`config.mk`:
```
export PLATFORM = sky130hd
export DESIGN_NAME = prediction_filter
export DESIGN_NICKNAME = d
export VERILOG_FILES = /design/src/rtl/prediction_filter.sv
export SDC_FILE = /design/constraint.sdc
export NUM_CORES = 1
export LEC_CHECK = 0
export ABC_AREA = 0
export CAP_MARGIN = 5
export CORE_UTILIZATION = 48
export CTS_BUF_LIST = sky130_fd_sc_hd__clkbuf_4 sky130_fd_sc_hd__clkbuf_8
export CTS_CLUSTER_SIZE = 10
export DETAILED_ROUTE_END_ITERATION = 8
export HOLD_SLACK_MARGIN = 0.06
export PLACE_DENSITY = 0.85
export RECOVER_POWER = 100
export SKIP_CTS_REPAIR_TIMING = 1
export SYNTH_ARGS = -nofsm -noshare
export SYNTH_HDL_FRONTEND = slang
export SYNTH_SLANG_ARGS = --single-unit
```
`constraint.sdc`:
```
create_clock -name Clk -period 5.8 [get_ports Clk]
set_clock_uncertainty 0.15 [all_clocks]
set_input_delay 1.16 -clock Clk [delete_from_list [all_inputs] [get_ports Clk]]
set_output_delay 1.16 -clock Clk [all_outputs]
set_load 0.1 [all_outputs]
```
`src/rtl/prediction_filter.sv`:
```
`default_nettype none
// +--------------------------------------------------------------------------+
// | prediction_filter                                                        |
// | Sequential argmax over 10 class scores with a debounced display digit.   |
// | Optional: define PRED_FILTER_THRESH_EN to enable the MIN_PROB floor.     |
// | Revision: 1.0                                                            |
// +--------------------------------------------------------------------------+
module prediction_filter #(
  parameter int                PROB_W       = 16,
  parameter int                STABLE_COUNT = 4,
  parameter logic [PROB_W-1:0] MIN_PROB     = 16'h4000
) (
  input  logic              Clk,
  input  logic              Reset,
  input  logic              Start,
  input  logic [PROB_W-1:0] Probability [9:0],
  output logic              Busy,
  output logic              Done,
  output logic [3:0]        Argmax,
  output logic [PROB_W-1:0] Max_Prob,
  output logic [3:0]        Stable_Digit,
  output logic              Stable_Valid,
  output logic              Low_Conf
);

  localparam logic [1:0] ST_IDLE   = 2'd0;
  localparam logic [1:0] ST_SCAN   = 2'd1;
  localparam logic [1:0] ST_COMMIT = 2'd2;

  localparam logic [3:0] c_stable   = 4'(STABLE_COUNT);
  localparam logic [3:0] c_last_idx = 4'd9;

  if (STABLE_COUNT < 1 || STABLE_COUNT > 15 || $bits(MIN_PROB) != PROB_W) begin : g_param_check
    $error("prediction_filter: STABLE_COUNT must be 1..15");
  end

  logic [1:0]        state_q, state_d;
  logic [3:0]        idx_q, idx_d;
  logic [3:0]        best_idx_q, best_idx_d;
  logic [PROB_W-1:0] best_val_q, best_val_d;
  logic [PROB_W-1:0] snap_q [9:0];
  logic              done_q, done_d;
  logic [3:0]        argmax_q, argmax_d;
  logic [PROB_W-1:0] max_prob_q, max_prob_d;
  logic [3:0]        cand_q, cand_d;
  logic [3:0]        cnt_q, cnt_d;
  logic [3:0]        stable_q, stable_d;
  logic              stable_valid_q, stable_valid_d;
  logic              low_conf_q, low_conf_d;
  logic              w_low_conf;

`ifdef PRED_FILTER_THRESH_EN
  assign w_low_conf = (best_val_q < MIN_PROB);
`else
  assign w_low_conf = 1'b0;
`endif

  always_comb begin
    state_d        = state_q;
    idx_d          = idx_q;
    best_idx_d     = best_idx_q;
    best_val_d     = best_val_q;
    done_d         = 1'b0;
    argmax_d       = argmax_q;
    max_prob_d     = max_prob_q;
    cand_d         = cand_q;
    cnt_d          = cnt_q;
    stable_d       = stable_q;
    stable_valid_d = stable_valid_q;
    low_conf_d     = low_conf_q;
    case (state_q)
      ST_IDLE: begin
        if (Start) begin
          state_d    = ST_SCAN;
          idx_d      = 4'd1;
          best_idx_d = 4'd0;
          best_val_d = Probability[0];
        end
      end
      ST_SCAN: begin
        // Strictly greater only, so ties keep the lowest index
        if (snap_q[idx_q] > best_val_q) begin
          best_idx_d = idx_q;
          best_val_d = snap_q[idx_q];
        end
        if (idx_q == c_last_idx) begin
          state_d = ST_COMMIT;
        end else begin
          idx_d = idx_q + 4'd1;
        end
      end
      ST_COMMIT: begin
        state_d    = ST_IDLE;
        done_d     = 1'b1;
        argmax_d   = best_idx_q;
        max_prob_d = best_val_q;
        low_conf_d = w_low_conf;
        if (w_low_conf) begin
          cnt_d = 4'd0;
        end else begin
          if (best_idx_q == cand_q) begin
            if (cnt_q != c_stable) begin
              cnt_d = cnt_q + 4'd1;
            end
          end else begin
            cand_d = best_idx_q;
            cnt_d  = 4'd1;
          end
          if (cnt_d == c_stable) begin
            stable_d       = cand_d;
            stable_valid_d = 1'b1;
          end
        end
      end
      default: state_d = ST_IDLE;
    endcase
  end

  always_ff @(posedge Clk) begin
    if (Reset) begin
      state_q        <= ST_IDLE;
      idx_q          <= 4'd0;
      best_idx_q     <= 4'd0;
      best_val_q     <= '0;
      done_q         <= 1'b0;
      argmax_q       <= 4'd0;
      max_prob_q     <= '0;
      cand_q         <= 4'd0;
      cnt_q          <= 4'd0;
      stable_q       <= 4'd0;
      stable_valid_q <= 1'b0;
      low_conf_q     <= 1'b0;
    end else begin
      state_q        <= state_d;
      idx_q          <= idx_d;
      best_idx_q     <= best_idx_d;
      best_val_q     <= best_val_d;
      done_q         <= done_d;
      argmax_q       <= argmax_d;
      max_prob_q     <= max_prob_d;
      cand_q         <= cand_d;
      cnt_q          <= cnt_d;
      stable_q       <= stable_d;
      stable_valid_q <= stable_valid_d;
      low_conf_q     <= low_conf_d;
    end
  end

  // Score snapshot is pure datapath; it is only read while a scan is live
  always_ff @(posedge Clk) begin
    if (state_q == ST_IDLE && Start) begin
      snap_q <= Probability;
    end
  end

  assign Busy         = (state_q != ST_IDLE);
  assign Done         = done_q;
  assign Argmax       = argmax_q;
  assign Max_Prob     = max_prob_q;
  assign Stable_Digit = stable_q;
  assign Stable_Valid = stable_valid_q;
  assign Low_Conf     = low_conf_q;

endmodule
`default_nettype wire

```
==> flow_summary.ini, run 1 <==
[status]
outcome = finished with violations
violations = max-capacitance violations, max-slew violations

[placed_design]
dp.final_hpwl_um = 15000
placed_area_sq_um = 11200
gp_congestion = 0.934
post-place-ws_ns = 1.68
place_inst = 1060
io_buffer_count = 189

[cells_and_area]
stdcell_count = 1131
drive_above_1_share = 0.112
utilization = 0.636
fill_cells = 1424
finalInstanceArea_sq_um = 11900
nNetsFinal = 1048
area_delta_synth_final_pct = 29.5

[sta]
worst_slack_ns = 1.31
slew_headroom = -0.563
rsz0062_at_grt = no
tns_ns = 0
max_freq_ghz = 0.223
slew_viol_final = 46
min_period_ns = 4.49
hold_viol = 0
finalCritPeriodShare = 0.774
worstMarginPinSlew_ns = 2.34
setup_violations = 0

[synth]
ys.flop_type = edfxtp_1
synth_top_area_frac = 0.521
yosysMostFrequentCell = edfxtp_1
ys_types = 49
yosys_warnings = 0
synth_edf_count = 160
syn_area_sq_um = 9220
ys_seq_area_frac = 0.652
syn_avg_cell_area_sq_um = 13.8
synth_fp_nets = 852
yosys-top-cells-count = edfxtp_1 (160), nand2_1 (79), dfxtp_1 (60)
synth_top_area_cell = edfxtp_1
synth_area_leaders = edfxtp_1 (52%), dfxtp_1 (13%), mux2i_1 (5.8%)
synthCells = 669
synthArstFlopShare = 0
synth_seq_cells = 220

[drt]
drt-total-wl_um = 21400
vias_per_cell = 5.41
vias = 6114
wl_per_cell_um = 19.0
drtAntennaViolNets = 0
first_iter_violations = 439
firstDrtPassIters = 4
route.detailed.drc = 0

[floorplan]
core_area_sq_um = 18800
die-area_sq_um = 19800
row_count = 50
initial_core_util = 0.491
die_w_um = 141
fp.dieH_um = 141
io_pins = 191

[setup_path]
r2r-start = idx_q[1]
crit_arrival_ns = 4.43
worstSetupEndpointType = flip-flop
cp_slowest_cell = clkbuf_1
reg2reg_depth = 12
path_class = input port to flip-flop
worstPathCellList = dlygate4sd3_1, nand2_1, inv_6, clkbuf_1
path_buf_inv = 3
rr_endpoint = best_val_q[14]
critPathTopFamily = buffers and inverters
rrSetupSlack_ns = 1.58
crit_required_ns = 5.74
crit_path_max_fanout = 120
slowest_delay_ns = 1.74
start_kind = input port

[pwr]
sw_frac_of_total = 0.246
pwr_density_cell_nw_per_um2 = 302
vdd_drop_max_uv = 255
leakage_nw = 4.33
pwr-share-comb = 0.114
seqPwrFrac = 0.516
power_frac_clock = 0.370
switchingPower_w = 0.000884
p_int_w = 0.00272

[clock_tree]
cts_buffers = 37
root_buffer = clkbuf_8
cts.sinks = 220
clock_latency_ns = 0.53
clockBufferDepth = 3
cts_max_level = 2
path_clk_slew_ns = 0.06
cts_tree = done

[worst_hold_path]
hold_start = Argmax[3]
whs_path_depth = 2
hold_class = flip-flop to flip-flop
hold_path_end = Argmax[3]

[grt]
track_usage = 0.221
grt_pass1_vias = 6280
overflow = 0
grt_max_degree = 121
grt_pass1_wl_um = 32900
antenna_found_initial = 4

[flow_run]
drv_cap = 1
placed cells by master (no fill, tap or decap), types with 6 or more instances in the layout:
cell type | netlist | final
a221oi_1 | 16 | 16
buf_4 | 5 | 7
nand3_1 | 6 | 6
clkbuf_4 | 0 | 9
mux2i_1 | 53 | 53
dfxtp_1 | 60 | 59
a21oi_1 | 38 | 38
ha_1 | 20 | 20
edfxtp_1 | 160 | 160
o21ai_1 | 16 | 16
nand2_1 | 79 | 79
nor2_1 | 28 | 28
clkinv_1 | 0 | 10
mux2_2 | 16 | 16
nand2b_1 | 22 | 22
a311o_1 | 16 | 16
clkbuf_8 | 0 | 37
o21ai_0 | 10 | 10
dlygate4sd3_1 | 0 | 188
mux4_2 | 13 | 13
clkinv_2 | 0 | 6
inv_1 | 23 | 22
cell type report:
| class | instances | area, sq um | share of cell area |
|---|---|---|---|
| sequential | 220 | 6010 | 0.503 |
| multi-input combinational | 386 | 2880 | 0.242 |
| timing repair buffer | 197 | 1940 | 0.163 |
| clock buffer | 46 | 577 | 0.0483 |
| tap | 234 | 293 | 0.0245 |
| clock inverter | 21 | 130 | 0.0109 |
| inverter | 23 | 91.3 | 0.00765 |
| antenna | 4 | 10.0 | 0.000838 |
stage by stage:
stage,power (W),hold WS [ns]
5_1_grt,0.00374,0.320
3_3_place_gp,0.00231,0.295
2_1_floorplan,0.00214,0.295
3_5_place_dp,0.00232,0.296
6_report,0.00360,0.299
4_1_cts,0.00364,0.305
flip-flops by register name (all words and copies together) (netlist names):
| signal | count |
|---|---|
| snap_q | 160 |
| Max_Prob | 16 |
| best_val_q | 16 |
| Argmax | 4 |
| Stable_Digit | 4 |
| best_idx_q | 4 |
| cand_q | 4 |
| cnt_q | 4 |
| idx_q | 4 |
| state_q | 2 |
| Done | 1 |
| Stable_Valid | 1 |
cells by family after synthesis:
kind of cell | after synthesis | synth area share
flops | 220 | 0.652
simple gates | 164 | 0.0823
compound gates | 109 | 0.0788
mux | 85 | 0.117
buf+inv | 63 | 0.0356
fa+ha+maj | 20 | 0.0272
xor+xnor | 7 | 0.00665
other cells | 1 | 0.000407
power by group through the flow:
stage / clock [W] / sequential, W / combinational (W)
floorplan: 0 / 0.00186 / 0.000281
global placement: 0 / 0.00189 / 0.000426
detailed placement: 0 / 0.00189 / 0.000433
CTS: 0.00135 / 0.00186 / 0.000435
global route: 0.00142 / 0.00187 / 0.000447
finish: 0.00133 / 0.00186 / 0.000410
how the worst max path moves through the flow:
stage	slack, ns	startpoint	end	cells after the start
floorplan	0.18	Start	best_idx_q[0]	5
global placement	1.83	idx_q[3]	best_val_q[7]	10
detailed placement	1.68	idx_q[3]	best_val_q[14]	10
CTS	1.64	idx_q[3]	best_val_q[14]	10
global route	1.06	Start	snap_q[92]	4
finish	1.31	Start	snap_q[97]	4
tightest hold or removal path, cell delays in order (launching register included):
cell and delay [ns]:
dfxtp_1 0.30, nand2_1 0.05, a21oi_1 0.05
routing by layer:
layer  vias to the layer above  global-route usage  routed length (um)
met5                         -                   0                   0
met4                         0              0.0767                 496
met3                        37              0.0468                1180
met2                       213               0.405               11400
met1                      2961               0.254                8330
li1                       2903                   -                   -
(Power assumes the default switching activity.)
==> run 2, diff against run 1 <==
CORE_UTILIZATION = 53   (was 48)
PLACE_DENSITY = 0.88   (was 0.85)
clock period = 4.3 ns   (was 5.8 ns; I/O delays follow)
==> run 2 against run 1 <==
Effect of this change: the flow still finishes with violations (max-capacitance violations, max-slew violations); clock-buffer cell count increased by 6; sequential power increased by 34%; critical path depth unchanged; clock power increased by 38%; power increased by 37%; combinational power increased by 43%; cell count decreased by 0.71%; wire length decreased by 0.95%; critical endpoint is now snap_q[40].
==> flow_summary.ini, run 2 (synthesis gave the netlist of run 1 again) <==
[status]
outcome = finished with violations
violations = max-capacitance violations, max-slew violations

[sta]
slew_headroom = -0.782
tns_ns = 0
whs_ns = 0.299
rsz0062_at_grt = no
min_period_ns = 3.78
setup_violations = 0
slew_viol_final = 165
worstMarginPinSlew_ns = 2.67
finalCritPeriodShare = 0.880
hold_viol = 0
max_freq_ghz = 0.264

[cells_and_area]
largest_reg_flops = 160
area_delta_synth_final_pct = 30.6
final_common_cell = dlygate4sd3_1
largest-register = snap_q
drive_above_1_share = 0.125
stdcell_count = 1123
finalInstanceArea_sq_um = 12000
final_cell_mix = dlygate4sd3_1 (188), edfxtp_1 (160), nand2_1 (78)
nNetsFinal = 1057

[pwr]
power_frac_clock = 0.374
sw_frac_of_total = 0.239
pwr_density_cell_nw_per_um2 = 409
switchingPower_w = 0.00118
leakage_nw = 4.40
vdd_drop_max_uv = 351
pwr-share-comb = 0.119
finalPower_w = 0.00492
p_int_w = 0.00375
seqPwrFrac = 0.506

[placed_design]
place_inst = 1056
placed_area_sq_um = 11300
dp.final_hpwl_um = 15200
io_buffer_count = 189
gp_congestion = 0.856

[flow_run]
drv_cap = 2

[drt]
first_iter_violations = 456
route.detailed.drc = 0
drt-total-wl_um = 21200
vias_per_cell = 5.55
wl_per_cell_um = 18.9
vias = 6234
drtAntennaViolNets = 0
firstDrtPassIters = 5

[clock_tree]
cts_tree = done
cts_max_level = 2
root_buffer = clkbuf_8
cts.sinks = 220
path_clk_slew_ns = 0.06
clock_latency_ns = 0.54
clockBufferDepth = 3
cts_buffers = 36

[floorplan]
die_w_um = 134
fp.dieH_um = 134
row_count = 47
core_area_sq_um = 16800
initial_core_util = 0.550
io_pins = 191
die-area_sq_um = 17900

[setup_path]
start_kind = input port
path_class = input port to flip-flop
crit_required_ns = 4.24
crit_path_max_fanout = 122
worstSetupEndpointType = flip-flop
crit_arrival_ns = 3.72

[grt]
grt_pass1_vias = 6517
grt_most_used_layer = met2
track_usage = 0.246
grt_max_degree = 123
grt_pass1_wl_um = 33300
overflow = 0
antenna_found_initial = 3
grt_use_met2 = 0.430
grt.met1_usage = 0.293
grt_use_met3 = 0.0518

[worst_hold_path]
hold_class = flip-flop to flip-flop
[run 2: stage by stage]
step	utilization	setup WS [ns]
global placement	0.675	0.820
detailed placement	0.675	0.698
floorplan	-	-0.0525
global route	0.718	0.264
CTS	0.719	0.705
finish	0.718	0.516
[run 2: power by group through the flow]
stage	Combinational, W	Clock, W	Sequential [W]
5_1_grt	0.000640	0.00197	0.00250
3_5_place_dp	0.000620	0	0.00253
2_1_floorplan	0.000382	0	0.00250
6_report	0.000588	0.00184	0.00249
4_1_cts	0.000624	0.00187	0.00249
3_3_place_gp	0.000607	0	0.00252
[run 2: cell type report]
| class | instances | area [sq um] |
|---|---|---|
| well taps | 220 | 275 |
| fillers | 1135 | 4730 |
| clock buffers | 52 | 641 |
| inverters | 23 | 87.6 |
| diodes | 2 | 5.00 |
| multi-input cells | 386 | 2910 |
| clock inverters | 13 | 93.8 |
| flip-flops and latches | 220 | 6010 |
| repair buffers | 207 | 2010 |
[run 2: metal layers]
layer	wire length [um]	up-vias
met5	9	-
met4	649	2
met3	1400	55
met2	11100	265
met1	8080	2986
li1	-	2926
[run 2: path summary, 6_finish.rpt]
kind                                 from             to  slack [ns]  cells after the start
worst max register to register   idx_q[0]  best_val_q[0]        0.61                     11
worst max-delay path                Start     snap_q[40]        0.52                      4
worst min-delay path            Argmax[1]      Argmax[1]        0.30                      2
worst min register to register  Argmax[1]      Argmax[1]        0.30                      2
[run 2: worst max-delay path, cell delays in order]
cell and delay (ns):
dlygate4sd3_1 0.64, nand2_8 0.08, clkinvlp_2 0.12, buf_2 1.88
==> run 3, diff against run 2 <==
CORE_UTILIZATION = 65   (was 53)
DONT_BUFFER_PORTS = 1   (was unset)
PLACE_DENSITY = 0.87   (was 0.88)
==> run 3 against run 2 <==
Effect of this change: the run still ends with max-capacitance violations, max-slew violations left; core utilization rose by 0.20 points; register-to-register slack got worse by 0.06 ns; sequential share of layout area rose by 10 points; largest cell class unchanged; largest power group unchanged.
==> flow_summary.ini, run 3 (synthesis gave the netlist of run 1 again) <==
[sta]
hold_viol = 0
tns_ns = 0
max_freq_ghz = 0.267
slew_headroom = -0.215
slew_viol_final = 142
finalCritPeriodShare = 0.871
min_period_ns = 3.75
worst_slack_ns = 0.554
setup_violations = 0
worstMarginPinSlew_ns = 1.82
rsz0062_at_grt = no

[drt]
firstDrtPassIters = 7
route.detailed.drc = 0
vias_per_cell = 6.18
wl_per_cell_um = 21.6
drtAntennaViolNets = 0
first_iter_violations = 371
vias = 5464
drt-total-wl_um = 19100

[setup_path]
crit_path_max_fanout = 62
r2r-start = idx_q[0]
critPathTopFamily = compound AO/OA/AOI/OAI gates
rrSetupSlack_ns = 0.55
worstSetupEndpointType = flip-flop
worstPathCellList = buf_12, mux4_2, o21ai_0, nand2_1, ha_1, a41oi_1, o21ai_0, o2bb2ai_1, o41ai_1, buf_4, mux2i_1
crit_arrival_ns = 4.05
cp.depth = 11
crit_required_ns = 4.61
reg2reg_depth = 11
path_class = flip-flop to flip-flop
start_kind = flip-flop
path_buf_inv = 2
slowest_delay_ns = 0.55
cpMostUsedCell = o21ai_0
cp_slowest_cell = mux4_2
rr_endpoint = best_val_q[11]

[placed_design]
post-place-ws_ns = 0.656
io_buffer_count = 0
placed_area_sq_um = 9330
dp.final_hpwl_um = 13300
gp_congestion = 0.859

[pwr]
vdd_drop_max_uv = 362
leakage_nw = 3.46
pwr_density_cell_nw_per_um2 = 466

[floorplan]
row_count = 43
initial_core_util = 0.664
die-area_sq_um = 14700
die_w_um = 121
fp.dieH_um = 121
io_pins = 191
core_area_sq_um = 13900

[cells_and_area]
final_common_cell = edfxtp_1
nNetsFinal = 859
finalInstanceArea_sq_um = 9990
drive_above_1_share = 0.144
area_delta_synth_final_pct = 8.43
final_cell_mix = edfxtp_1 (160), nand2_1 (78), dfxtp_1 (59)
utilization = 0.720
largest-register = snap_q
largest_reg_flops = 160

[worst_hold_path]
hold_path_end = Stable_Digit[1]
whs_path_depth = 1
hold_class = input port to flip-flop
hold_start = Reset

[grt]
overflow = 0
grt_pass1_wl_um = 28700
grt_max_degree = 142
track_usage = 0.264
antenna_found_initial = 1
grt_pass1_vias = 5608

[clock_tree]
clock_latency_ns = 0.54
path_clk_slew_ns = 0.06
cts_tree = done
clockBufferDepth = 3
root_buffer = clkbuf_8
cts_buffers = 36
cts_max_level = 2
cts.sinks = 220

[status]
outcome = finished with violations
violations = max-capacitance violations, max-slew violations

[flow_run]
drv_cap = 1
[run 3: changes by cell type in the layout (fill, tap and decap cells not counted), sizes merged]
cell and delta:
clkinvlp +2, bufinv -1, clkinv +4, diode -1
dlygate4sd3 -188, buf -9, inv -1, clkbuf -5
[run 3: per-layer routing]
layer | wire, um | vias up | track usage
met4 | 609 | 0 | 0.128
met5 | 0 | - | 0
met1 | 6930 | 2657 | 0.290
met2 | 10000 | 246 | 0.466
li1 | - | 2520 | -
met3 | 1510 | 41 | 0.0780
[run 3: power by group]
| part | internal [W] | switching, W | leakage (nW) |
|---|---|---|---|
| logic | 0.000190 | 0.000252 | 1.09 |
| registers | 0.00243 | 0.0000546 | 2.02 |
| clock network | 0.000916 | 0.000816 | 0.360 |
| total | 0.00353 | 0.00112 | 3.46 |
[run 3: final cells by class]
cell class	instances	area (sq um)
multi-input combinational	386	2900
sequential	220	6010
timing repair buffer	9	80.1
clock inverter	17	88.8
fill	946	3890
tap	180	225
antenna	1	2.50
inverter	23	87.6
clock buffer	48	598
[run 3: per-stage QoR]
stage	power [W]	instances	hold slack (ns)
floorplan	0.00289	669	0.295
global placement	0.00294	818	0.300
detailed placement	0.00297	818	0.307
CTS	0.00468	883	0.224
global route	0.00482	884	0.227
finish	0.00466	884	0.238
[run 3: worst max-delay path by stage]
stage              from              to
2_1_floorplan     Start   best_idx_q[0]
3_3_place_gp   idx_q[0]   best_idx_q[1]
3_5_place_dp   idx_q[0]   best_val_q[6]
4_1_cts        idx_q[0]  best_val_q[14]
5_1_grt        idx_q[0]  best_val_q[12]
6_report       idx_q[0]  best_val_q[11]
